### src/rtl/btn_conditioner.sv
// Push-button conditioner: per-channel 2-flop sync, debounce, armed press strobe.
// Optional auto-repeat on masked channels when BTN_AUTOREPEAT_EN is defined.
module btn_conditioner #(
    parameter int unsigned N_BTN           = 4,
    parameter int unsigned DEBOUNCE_CYCLES = 500000
`ifdef BTN_AUTOREPEAT_EN
    ,
    parameter int unsigned       REPEAT_DELAY  = 25000000,
    parameter int unsigned       REPEAT_PERIOD = 10000000,
    parameter logic [N_BTN-1:0]  REPEAT_MASK   = N_BTN'(1)
`endif
) (
    input  logic             clk,
    input  logic             rst,
    input  logic [N_BTN-1:0] btn,
    output logic [N_BTN-1:0] btn_pulse,
    output logic [N_BTN-1:0] btn_level,
    output logic [N_BTN-1:0] btn_armed
);

    localparam int unsigned      CNT_W    = $clog2(DEBOUNCE_CYCLES);
    localparam logic [CNT_W-1:0] CNT_LAST = CNT_W'(DEBOUNCE_CYCLES - 1);

    logic [N_BTN-1:0]            sync1_q, sync1_d;
    logic [N_BTN-1:0]            sync2_q, sync2_d;
    logic [1:0]                  fill_q, fill_d;
    logic [N_BTN-1:0]            stable_q, stable_d;
    logic [N_BTN-1:0][CNT_W-1:0] cnt_q, cnt_d;
    logic [N_BTN-1:0]            armed_q, armed_d;
    logic [N_BTN-1:0]            pulse_q, pulse_d;
    logic [N_BTN-1:0]            press_c;
    logic [N_BTN-1:0]            rpt_pulse_c;

    // Synchroniser, debounce counter, arming and press-edge detection.
    always_comb begin
        sync1_d  = btn;
        sync2_d  = sync1_q;
        fill_d   = {fill_q[0], 1'b1};
        stable_d = stable_q;
        cnt_d    = cnt_q;
        armed_d  = armed_q;
        press_c  = '0;
        for (int unsigned i = 0; i < N_BTN; i++) begin
            if (~sync2_q[i] != stable_q[i]) begin
                if (cnt_q[i] == CNT_LAST) begin
                    stable_d[i] = ~sync2_q[i];
                    cnt_d[i]    = '0;
                end else begin
                    cnt_d[i] = cnt_q[i] + CNT_W'(1);
                end
            end else begin
                cnt_d[i] = '0;
            end
            // Arm only once the synchroniser holds a real sample of a released button,
            // so a button held through reset cannot produce a press.
            if (fill_q[1] && !stable_q[i] && sync2_q[i]) begin
                armed_d[i] = 1'b1;
            end
            press_c[i] = armed_q[i] & ~stable_q[i] & stable_d[i];
        end
    end

`ifdef BTN_AUTOREPEAT_EN
    localparam int unsigned RPT_MAX = (REPEAT_DELAY > REPEAT_PERIOD) ? REPEAT_DELAY
                                                                     : REPEAT_PERIOD;
    localparam int unsigned      RPT_W           = (RPT_MAX > 2) ? $clog2(RPT_MAX) : 1;
    localparam logic [RPT_W-1:0] RPT_DELAY_LAST  = RPT_W'(REPEAT_DELAY - 1);
    localparam logic [RPT_W-1:0] RPT_PERIOD_LAST = RPT_W'(REPEAT_PERIOD - 1);

    logic [N_BTN-1:0]            rpt_run_q, rpt_run_d;
    logic [N_BTN-1:0]            rpt_first_q, rpt_first_d;
    logic [N_BTN-1:0][RPT_W-1:0] rpt_cnt_q, rpt_cnt_d;

    // Repeat timer: started by a press strobe, stopped as soon as the level drops.
    always_comb begin
        rpt_run_d   = rpt_run_q;
        rpt_first_d = rpt_first_q;
        rpt_cnt_d   = rpt_cnt_q;
        rpt_pulse_c = '0;
        for (int unsigned i = 0; i < N_BTN; i++) begin
            if (!REPEAT_MASK[i] || !stable_d[i]) begin
                rpt_run_d[i]   = 1'b0;
                rpt_first_d[i] = 1'b0;
                rpt_cnt_d[i]   = '0;
            end else if (press_c[i]) begin
                rpt_run_d[i]   = 1'b1;
                rpt_first_d[i] = 1'b1;
                rpt_cnt_d[i]   = '0;
            end else if (rpt_run_q[i]) begin
                if (rpt_cnt_q[i] == (rpt_first_q[i] ? RPT_DELAY_LAST : RPT_PERIOD_LAST)) begin
                    rpt_pulse_c[i] = 1'b1;
                    rpt_first_d[i] = 1'b0;
                    rpt_cnt_d[i]   = '0;
                end else begin
                    rpt_cnt_d[i] = rpt_cnt_q[i] + RPT_W'(1);
                end
            end
        end
    end

    always_ff @(posedge clk) begin
        if (rst) begin
            rpt_run_q   <= '0;
            rpt_first_q <= '0;
            rpt_cnt_q   <= '0;
        end else begin
            rpt_run_q   <= rpt_run_d;
            rpt_first_q <= rpt_first_d;
            rpt_cnt_q   <= rpt_cnt_d;
        end
    end
`else
    always_comb begin
        rpt_pulse_c = '0;
    end
`endif

    always_comb begin
        pulse_d = press_c | rpt_pulse_c;
    end

    always_ff @(posedge clk) begin
        if (rst) begin
            sync1_q  <= '1;
            sync2_q  <= '1;
            fill_q   <= '0;
            stable_q <= '0;
            cnt_q    <= '0;
            armed_q  <= '0;
            pulse_q  <= '0;
        end else begin
            sync1_q  <= sync1_d;
            sync2_q  <= sync2_d;
            fill_q   <= fill_d;
            stable_q <= stable_d;
            cnt_q    <= cnt_d;
            armed_q  <= armed_d;
            pulse_q  <= pulse_d;
        end
    end

    assign btn_pulse = pulse_q;
    assign btn_level = stable_q;
    assign btn_armed = armed_q;

endmodule

### config.mk
export PLATFORM = sky130hd
export DESIGN_NAME = btn_conditioner
export DESIGN_NICKNAME = d
export VERILOG_FILES = /design/src/rtl/btn_conditioner.sv
export SDC_FILE = /design/constraint.sdc
export NUM_CORES = 1
export LEC_CHECK = 0
export CAP_MARGIN = 20
export CORE_MARGIN = 2
export CORE_UTILIZATION = 55
export DETAILED_ROUTE_END_ITERATION = 16
export PLACE_DENSITY = 0.73
export REMOVE_ABC_BUFFERS = 1
export SETUP_SLACK_MARGIN = 0.2
export SYNTH_ARGS = -nofsm -noshare
export SYNTH_HDL_FRONTEND = slang
export SYNTH_SLANG_ARGS = --single-unit
### constraint.sdc
create_clock -name clk -period 3.2 [get_ports clk]
set_input_delay 0.64 -clock clk [delete_from_list [all_inputs] [get_ports clk]]
set_output_delay 0.64 -clock clk [all_outputs]
set_load 0.005 [all_outputs]
; Yosys cells after proc, flatten, opt, wreduce, memory -nomap -nowiden
; Index checks and enable logic that the tools add are counted.
[totals]
mem_bits_rw = 0
latch_bits = 0
ff_bits = 98
wordCells = 71
out_inout_bits = 12
memories = 0
romBits = 0
[op_classes]
n_mux = 9
n_div = 0
reduce_logical = 16
eq_ne = 8
addsub = 4
n_lt_le_gt_ge = 0
bitwise = 20
mul = 0
shift = 0
[ops]
columns = cell, n
row1 = $add 19x1->19 const B, 4
row2 = $eq 19x19->1 const B, 4
row3 = $not 1->1, 12
row4 = $reduce_or 3->1, 4
row5 = $mux 1, 9
row6 = $and 1x1->1, 8
row7 = $logic_and 1x1->1, 8
row8 = $logic_not 1->1, 4
row9 = $ne 1x1->1, 4

; Depth between registers and ports, before layout
[depth]
ltp_word = 4
mapped_depth = 7
mapped_depth_nobuf = 5

; Least setup slack after synthesis
; Ideal clock, no wire load.
[synth_timing]
path_kind = register to register
start = register cnt_q[0] in the netlist's numbering
end = register cnt_q[10] in the netlist's numbering
required_time_ns = 3.085
t_arrival_ns = 1.635
setup_time_ns = 0.115
path_buffers = 2
path_stages_with_launch = 8
slack_ns = 1.451
synth_period_minus_slack_ns = 1.749
cell_sequence = dfxtp_1 -> ha_1 -> nand4_1 -> nor4_4 -> a31o_1 -> buf_6 -> buf_6 -> nor2_1
[synth_between]
elab_chain_cells = 2
elab_cells_between_ends = 3
classes_between = add/sub: 1 / eq/ne: 1 / reduce/logical: 1
[synth_rtl]
columns = element, line
row1 = "start, declared", 28  ; logic [N_BTN-1:0][CNT_W-1:0] cnt_q, cnt_d;
row2 = "start signal, assigned", 136  ; cnt_q <= cnt_d;
row3 = "parallel branches: the longest is 2 deep, another holds $add 19x1->19", n/a
; Parallel ways; which one is timed is not known.
; A chain may end at the register's enable or synchronous reset.

; Worst setup path after layout
[layout_timing]
start = register cnt_q[0] in the netlist's numbering
end = register cnt_q[13] in the netlist's numbering
; The elaborated chain is that of the path after synthesis.

==> results.yml <==
finish:
  final_common_cell: "dfxtp_1"
  final_cells: 604
  fill_cells: 667
  mostFrequentLayoutCells: "dfxtp_1, nor2_1, xnor2_1"
  fin_util: 0.616
  area_growth_pct: 9.92
  nets: 507
  antenna_cells: 0
  drive_gt1_frac: 0.0777
pwr:
  p_seq_frac: 0.585
  p_per_area_nw_per_um2: 449
  clkPwrFrac: 0.396
  swShare: 0.216
  p_int_w: 0.00166
  total_power_w: 0.00212
  ir_drop_v: 0.000288
  p_sw_w: 0.000458
  comb_power_share: 0.020
  p_leak_nw: 1.40
synthesis:
  syn_inst: 481
  synthesis.area_um2: 4290
  synth_seq_cells: 98
  synthTopCellsByArea: "dfxtp_1, xnor2_1, nor2_1"
  ys_types: 44
  avgSynthCellArea_um2: 8.91
  yosys_warnings: 0
  synth_top_area_frac: 0.458
  ys_seq_area_frac: 0.458
  synth_top_cell_by_area: "dfxtp_1"
min_path:
  hold_path.class: "reg -> reg"
  min-delay-start: "sync1_q[3]"
global_route:
  grt_pass1_wl_um: 13600
  grt_max_degree: 20
  grt_pass1_vias: 3076
  grtUsageTotal: 0.197
  antenna_found_initial: 0
  grt-ovfl-total: 0
route:
  first_pass_iters: 4
  dr.first_iter.drc_count: 133
  drtAntennaViolNets: 0
  routedWlPerCell_um: 12.8
  drc: 0
  via_per_inst: 5.57
  drt_wl_total_um: 7710
  vias: 3365
floorplanning:
  initial_core_util: 0.561
  core-area_um2: 7650
  io_pins: 18
  die_w_um: 92.3
  die_area_um2: 8520
  rows: 32
  die_h_um: 92.3
clocking:
  clock_path_buffers: 2
  cts_resized: 0
  ctsHoldBuffers: 0
  clock_sinks: 98
  htreeDepth: 3
  root_buffer: "clkbuf_8"
  cts_buffers: 9
  clk_pin_slew_ns: 0.09
  cts_setup_buffers: 0
  cts_tree: "yes"
  clk_latency_ns: 0.36
setup_path:
  reg2reg_from: "cnt_q[0]"
  startpoint: "cnt_q[0]"
  setup.worst_path.end_class: "flip-flop"
  cp_data_required_time_ns: 3.43
  critPathMaxFanout: 19
  ff2ff_setup_slack_ns: 0.90
  r2r_cells: 5
  critical_path_class: "reg -> reg"
  crit_end: "cnt_q[13]"
  critPathLaunchType: "flip-flop"
  crit_arrival_ns: 2.53
  regToRegEndpoint: "cnt_q[13]"
run:
  maxCapViolCount: 0
timing:
  tightest_slew_ns: 0.748
  min_period_ns: 2.30
  setup_viol: 0
  fin_setup_tns_ns: 0
  maxSlewHeadroom: 0.501
  hold_viol_final: 0
  skew_ns: 0.00849
  fin_crit_sh: 0.719
  final_max_slew_viol_count: 0
  rsz0062_at_grt: "no"
  timing.fmax_mhz: 435
placed_design:
  dp_cells: 588
  numPortBuffers: 17
  place.gp.congestion: 0.856
  hpwl_um: 5330
outcome:
  status: "finished clean"
==> how the worst min path moves through the flow <==
stage                  to  slack [ns]  cells after the start
5_1_grt        sync2_q[1]        0.43                      1
2_1_floorplan  sync2_q[0]        0.39                      1
4_1_cts        sync2_q[1]        0.42                      1
3_5_place_dp   sync2_q[1]        0.40                      1
3_3_place_gp   sync2_q[3]        0.39                      1
6_report       sync2_q[3]        0.42                      1
==> cell families (layout without fill, tap and decap cells) <==
logic type / count (synthesis) / after routing / share of synthesized area
fa+ha+maj: 4 / 4 / 0.0117
compound gates: 41 / 41 / 0.0619
xor+xnor: 57 / 57 / 0.116
simple gates: 251 / 251 / 0.315
flops: 98 / 98 / 0.458
buf+inv: 30 / 51 / 0.0371
==> area by class of cell <==
cell class                      instances  area, um2  area share
Multi-Input combinational cell        353       2170       0.460
Sequential cell                        98       1960       0.416
Timing Repair Buffer                   19        185      0.0393
Clock buffer                           11        151      0.0321
Tap cell                              102        128      0.0271
Clock inverter                          5       60.1      0.0127
Inverter                               16       60.1      0.0127
==> registers in the layout, indices dropped and copies added, names as in the netlist <==
signal and cells:
sync2_q 4, sync1_q 4, btn_pulse 4, btn_armed 4, cnt_q 76, fill_q 2
btn_level 4
==> worst max-delay path, stage by stage, from the launching register on <==
cell and delay, ns:
dfxtp_1 0.41, ha_1 0.25, nand4_1 0.31, nor4_4 0.45
a31o_1 0.63, nor2_1 0.12
==> layer usage <==
metal	GRT usage	share of wire
met1	0.261	0.50
met2	0.310	0.45
met3	0.0439	0.032
met4	0.0821	0.019
met5	0	0
==> through the flow <==
step	cell area (um2)	hold WS (ns)	setup WS, ns
finish	4710	0.417	0.900
global route	4710	0.434	0.628
CTS	4710	0.417	0.883
detailed placement	4500	0.397	0.888
floorplan	4190	0.389	1.35
global placement	4500	0.395	0.936
==> power groups by stage <==
stage               clock network (W)  logic [W]  registers [W]
floorplan                           0  0.0000196        0.00126
global placement                    0  0.0000417        0.00127
detailed placement                  0  0.0000428        0.00127
CTS                          0.000860  0.0000429        0.00124
global route                 0.000915  0.0000480        0.00124
finish                       0.000838  0.0000422        0.00124
==> cell usage after synthesis <==
cell,n
o221ai_1,2
nor4_4,2
and3b_1,2
o31ai_1,2
and3_1,4
nor2b_1,2
nand3_1,29
dfxtp_1,98
nor4_1,19
inv_1,16
nor3_1,16
or2_2,13
buf_12,1
o21ai_2,2
a211o_1,1
o21ai_0,9
a31oi_1,4
or4b_4,2
clkbuf_1,4
and4_1,6
or4_1,5
xor2_1,22
a21bo_2,1
or3_1,5
buf_2,6
a21oi_1,14
nor4b_1,3
nand2_1,27
nor3b_1,1
o211a_1,2
xnor2_1,35
a41o_1,2
nand4bb_1,2
nor2_1,80
or2_1,1
a21o_1,1
nor4b_2,1
a31o_1,1
or4b_1,1
nand3b_1,3
ha_1,4
buf_6,3
and2_1,1
nand4_1,26
No activity file was read; power rests on OpenSTA's default activity.
==> RTL change 1: new RTL, same settings <==
Add an input register stage for `btn`, with the module's reset; this delays it by one clock.
--- a/src/rtl/btn_conditioner.sv
+++ b/src/rtl/btn_conditioner.sv
@@ -21,6 +21,16 @@
     localparam int unsigned      CNT_W    = $clog2(DEBOUNCE_CYCLES);
     localparam logic [CNT_W-1:0] CNT_LAST = CNT_W'(DEBOUNCE_CYCLES - 1);
 
+    logic [N_BTN-1:0] btn_q;
+
+    always_ff @(posedge clk) begin
+        if (rst) begin
+            btn_q <= '0;
+        end else begin
+            btn_q <= btn;
+        end
+    end
+
     logic [N_BTN-1:0]            sync1_q, sync1_d;
     logic [N_BTN-1:0]            sync2_q, sync2_d;
     logic [1:0]                  fill_q, fill_d;
@@ -33,7 +43,7 @@
 
     // Synchroniser, debounce counter, arming and press-edge detection.
     always_comb begin
-        sync1_d  = btn;
+        sync1_d  = btn_q;
         sync2_d  = sync1_q;
         fill_d   = {fill_q[0], 1'b1};
         stable_d = stable_q;
Function: changed (a bounded check fails within 4 cycles, from zero or initial values and one cycle with rst high).
==> RTL change 1 against the original RTL <==
Fmax grew 6.3%; cell area rose by 2.7%; sequential cell count is 4 higher; worst setup slack better by 0.14 ns; synthesized cell count grew 1.7%; sequential share of layout area increased by 0.57 points; utilization grew 1.0 points; via count decreased by 0.56%; cell count up 1.2%; area after synthesis grew 1.8%; routed wire length rose by 0.69%; total power grew 7.4%; critical path type unchanged.
==> RTL change 1: results (changes against the original RTL) <==
WL final: 7760 um (+0.69%)
post-synthesis async set-or-reset flop share: 0% (unchanged)
vias in the first global route: 3010 (-2.1%)
outcome: finished clean
clk buf depth: 2 (unchanged)
Synthesis Warnings: 0 (unchanged)
share of cells above drive strength 1: 7.27% (-0.50 points)
met3 WL: 276 um (+13%)
met1 wire length: 3720 um (-2.8%)
Seq/Total Area, Yosys: 46.8% (+1.0 points)
Reg-to-Reg End: cnt_q[42]$_SDFF_PP0_
worst-path fanout max: 19 (unchanged)
Resized cells post-CTS: 0 (unchanged)
EDFF count, synth: 0 (unchanged)
Synth Area in Compound Gates: 4.27% (-1.9 points)
pin count of the biggest net entering global routing: 21 (+5.0%)
PortBufs: 17 (unchanged)
setup repair bufs after CTS: 0 (unchanged)
Largest register FFs: 76 (unchanged)
CTS Buf Count: 9 (unchanged)
vias post-DR: 3346 (-0.56%)
GR Util met1: 24.8% (-1.4 points)
M2 GR Usage: 30.9% (-0.087 points)
relative slew slack: 51.4% (+1.3 points)
Final nets: 515 (+1.6%)
Synth Area in XOR/XNOR: 12.2% (+0.60 points)
WL met2: 3670 um (+5.3%)
DP Cell Count: 596 (+1.4%)
Inserted Diodes: 0 (unchanged)
Sequential Power: 1290 uW (+4%)
Hold Slack: 0.413 ns (-0.00436 ns)
placed cell area: 4600 um2 (+2.3%)
Avg Cell Area, Syn: 8.93 um2 (+0.14%)
crit path time final: 2.16 ns (-0.136 ns)
Synth area leaders: dfxtp_1 (47%), xnor2_1 (9.0%), nor2_1 (7.4%)
Clock Skew: 0.00791 ns (-0.000583 ns)
initial drt markers: 86 (-35%)
Place WS: 0.616 ns (-0.272 ns)
hold wc startpoint: btn_q[0]$_SDFF_PP0_
Int Pwr: 1840 uW (+11%)
Synth top cells by count: dfxtp_1 (102), nor2_1 (86), xnor2_1 (45)
adder-cell share of the synthesized area: 1.15% (-0.021 points)
Vias/cell: 5.48 (-1.7%)
worst reg2reg setup slack: 1.04 ns (+0.14 ns)
first-pass GRT wire length: 13300 um (-1.9%)
Critical Path Start: cnt_q[38]$_SDFF_PP0_
clock share of power: 41.0% (+1.4 points)
Total GRT Usage: 19.0% (-0.62 points)
routability cong.: 0.787 (-8.0%)
post-synthesis mux area share: 0.487% (+0.49 points)
Detailed Place HPWL: 5470 um (+2.6%)
Leakage: 0.00145 uW (+3.6%)
Hold EP: sync1_q[0]$_SDFF_PP1_
Top Metal Used: met4
met3 global-route usage: 4.67% (+0.28 points)
Switch Pwr: 431 uW (-5.8%)
VDD IR max: 0.293 mV (+1.7%)
WP data arrival: 2.39 ns (-0.14 ns)
RTL change 1: cell types whose count changed in the layout (fill, tap and decap cells not counted), sizes merged, moves of 4 or more:
cell | unedited run | this run
dfxtp | 98 | 102
and3 | 4 | 9
xor2 | 22 | 16
o21ai | 11 | 5
nand3 | 29 | 25
nor2 | 80 | 86
inv | 18 | 23
xnor2 | 35 | 45
RTL change 1: layout make-up:
cell class | instances | area, um2
clock buffer | 11 | 141
clock inverter | 4 | 95.1
fill | 678 | 2890
inverter | 23 | 86.3
multi-input combinational | 351 | 2170
sequential | 102 | 2040
tap | 102 | 128
timing repair buffer | 18 | 178
RTL change 1: worst max-delay path, cell delays in order (launching register included):
cell and delay, ns:
dfxtp_1 0.39, ha_1 0.22, nand3_1 0.27, nor3_1 0.46
a21o_1 0.58, nor2_1 0.11
==> RTL change 2: new RTL, same flow settings <==
Made on the original files. `DEBOUNCE_CYCLES`: 500000 -> 1000000.
--- a/src/rtl/btn_conditioner.sv
+++ b/src/rtl/btn_conditioner.sv
@@ -2,7 +2,7 @@
 // Optional auto-repeat on masked channels when BTN_AUTOREPEAT_EN is defined.
 module btn_conditioner #(
     parameter int unsigned N_BTN           = 4,
-    parameter int unsigned DEBOUNCE_CYCLES = 500000
+    parameter int unsigned DEBOUNCE_CYCLES = 1000000
 `ifdef BTN_AUTOREPEAT_EN
     ,
     parameter int unsigned       REPEAT_DELAY  = 25000000,
Function: same outputs for any inputs over 10 cycles, from zero or initial values and one cycle with rst high; that may be too few to reach the edited logic, so the function may still have changed.
==> RTL change 2 against the original RTL <==
Cell area up 1.3%; via count up 2.1%; sequential share of layout area up 1.1 points; total power down 1.2%; area after synthesis up 1.6%; cell count down 0.17%; routed wire length up 4.7%; worst setup slack worse by 0.081 ns; synthesized cell count up 0.42%; fmax down 3.4%; sequential cell count up 4; combinational power down 5.5%.
==> RTL change 2: results (changes against the original RTL) <==
pwr dens: 438 nW/um2 (-2.5%)
Clock Skew: 0.0118 ns (+0.00327 ns)
Place WS: 0.782 ns (-0.106 ns)
Synth area leaders: dfxtp_1 (47%), nor2_1 (5.3%), xor2_1 (5.2%)
per-cell routed wire length: 13.4 um (+4.9%)
Final nets: 508 (+0.20%)
share of cells above drive strength 1: 6.39% (-1.4 points)
Worst-Skew Late Latency: 0.36 ns (about the same)
outcome: finished clean
Seq/Total Area, Yosys: 46.9% (+1.1 points)
WL final: 8070 um (+4.7%)
pin count of the biggest net entering global routing: 21 (+5.0%)
CP peak stage delay: 0.62 ns
DP Cell Count: 589 (+0.17%)
WP data arrival: 2.60 ns (+0.07 ns)
routability cong.: 0.806 (-5.8%)
Reg power frac: 61.5% (+3.0 points)
vias in the first global route: 3316 (+7.8%)
Worst path slowest cell: or4b_2
Syn Inst Count: 483 (+0.42%)
Root Buffer: clkbuf_8
Detailed Place HPWL: 5650 um (+6.1%)
first-pass GRT wire length: 14200 um (+4.6%)
Worst R2R Start: cnt_q[29]$_SDFF_PP0_
Clock transition at path regs: 0.09 ns (about the same)
grt total ovfl: 0 (unchanged)
post-synthesis async set-or-reset flop share: 0% (unchanged)
Fill cells: 706 (+5.8%)
Hold Slack: 0.406 ns (-0.0112 ns)
Resized cells post-CTS: 0 (unchanged)
Synth top cells by count: dfxtp_1 (102), nor2_1 (62), nand3_1 (33)
initial drt markers: 70 (-47%)
Top delay family on crit path: simple AND/OR/NAND/NOR gates
Hold Path Class: flip-flop to flip-flop
worst-margin pin slew: 0.636 ns (-0.112 ns)
vias post-DR: 3435 (+2.1%)
register area: 2040 um2 (+4.1%)
Leakage: 0.00142 uW (+1.9%)
Synthesis Warnings: 0 (unchanged)
hold wc startpoint: sync1_q[2]$_SDFF_PP1_
placed cell area: 4600 um2 (+2.1%)
VDD IR max: 0.331 mV (+15%)
Switch Pwr: 441 uW (-3.6%)
worst-path fanout max: 20 (+1)
Total GRT Usage: 19.9% (+0.25 points)
Synth cell types: 42 (-4.5%)
Largest register FFs: 80 (+5.3%)
==> RTL change 2: cell count changes after synthesis, moves of 5 or more <==
cell | before | now
or2_2 | 13 | 8
a21oi_1 | 14 | 31
nand4_1 | 26 | 10
nor2_1 | 80 | 62
or4_1 | 5 | 20
xnor2_1 | 35 | 23
nor4_1 | 19 | 7
and3_1 | 4 | 14
o31ai_1 | 2 | 16
nor3_1 | 16 | 6
==> RTL change 2: cells by family after synthesis <==
family | share of synthesized area, %
xor gates and xnor gates | 9.85
DFF | 46.9
AOI/OAI and AO/OA | 9.91
and+or+nand+nor | 29.1
adders and majority gates | 1.15
buffers and inverters | 3.07
==> RTL change 2: layer usage <==
metal | vias to the layer above | share of wire (%) | GRT usage [%]
met4 | 0 | 1.5 | 5.64
met1 | 1619 | 48 | 24.6
met2 | 53 | 48 | 34.4
li1 | 1751 | - | -
met5 | - | 0 | 0
met3 | 12 | 3.3 | 5.16
==> RTL change 2: cell type report <==
cell class / count / area share, %
sequential: 102 / 42.8
timing repair buffer: 19 / 3.88
multi-input combinational: 349 / 45.6
clock buffer: 10 / 2.67
clock inverter: 4 / 1.05
tap: 102 / 2.67
inverter: 17 / 1.34
==> RTL change 2: worst register-to-register path: stages (launching register included) <==
cell	delay (ns)
dfxtp_1	0.46
or4b_2	0.62
nor4_2	0.44
a211o_1	0.60
nor2_1	0.12
==> RTL change 2: path summary, 6_finish.rpt <==
path                            to  cells after the start  slack [ns]
max           cnt_q[25]$_SDFF_PP0_                      4        0.82
min          sync2_q[2]$_SDFF_PP1_                      1        0.41
max reg2reg   cnt_q[25]$_SDFF_PP0_                      4        0.82
min reg2reg  sync2_q[2]$_SDFF_PP1_                      1        0.41
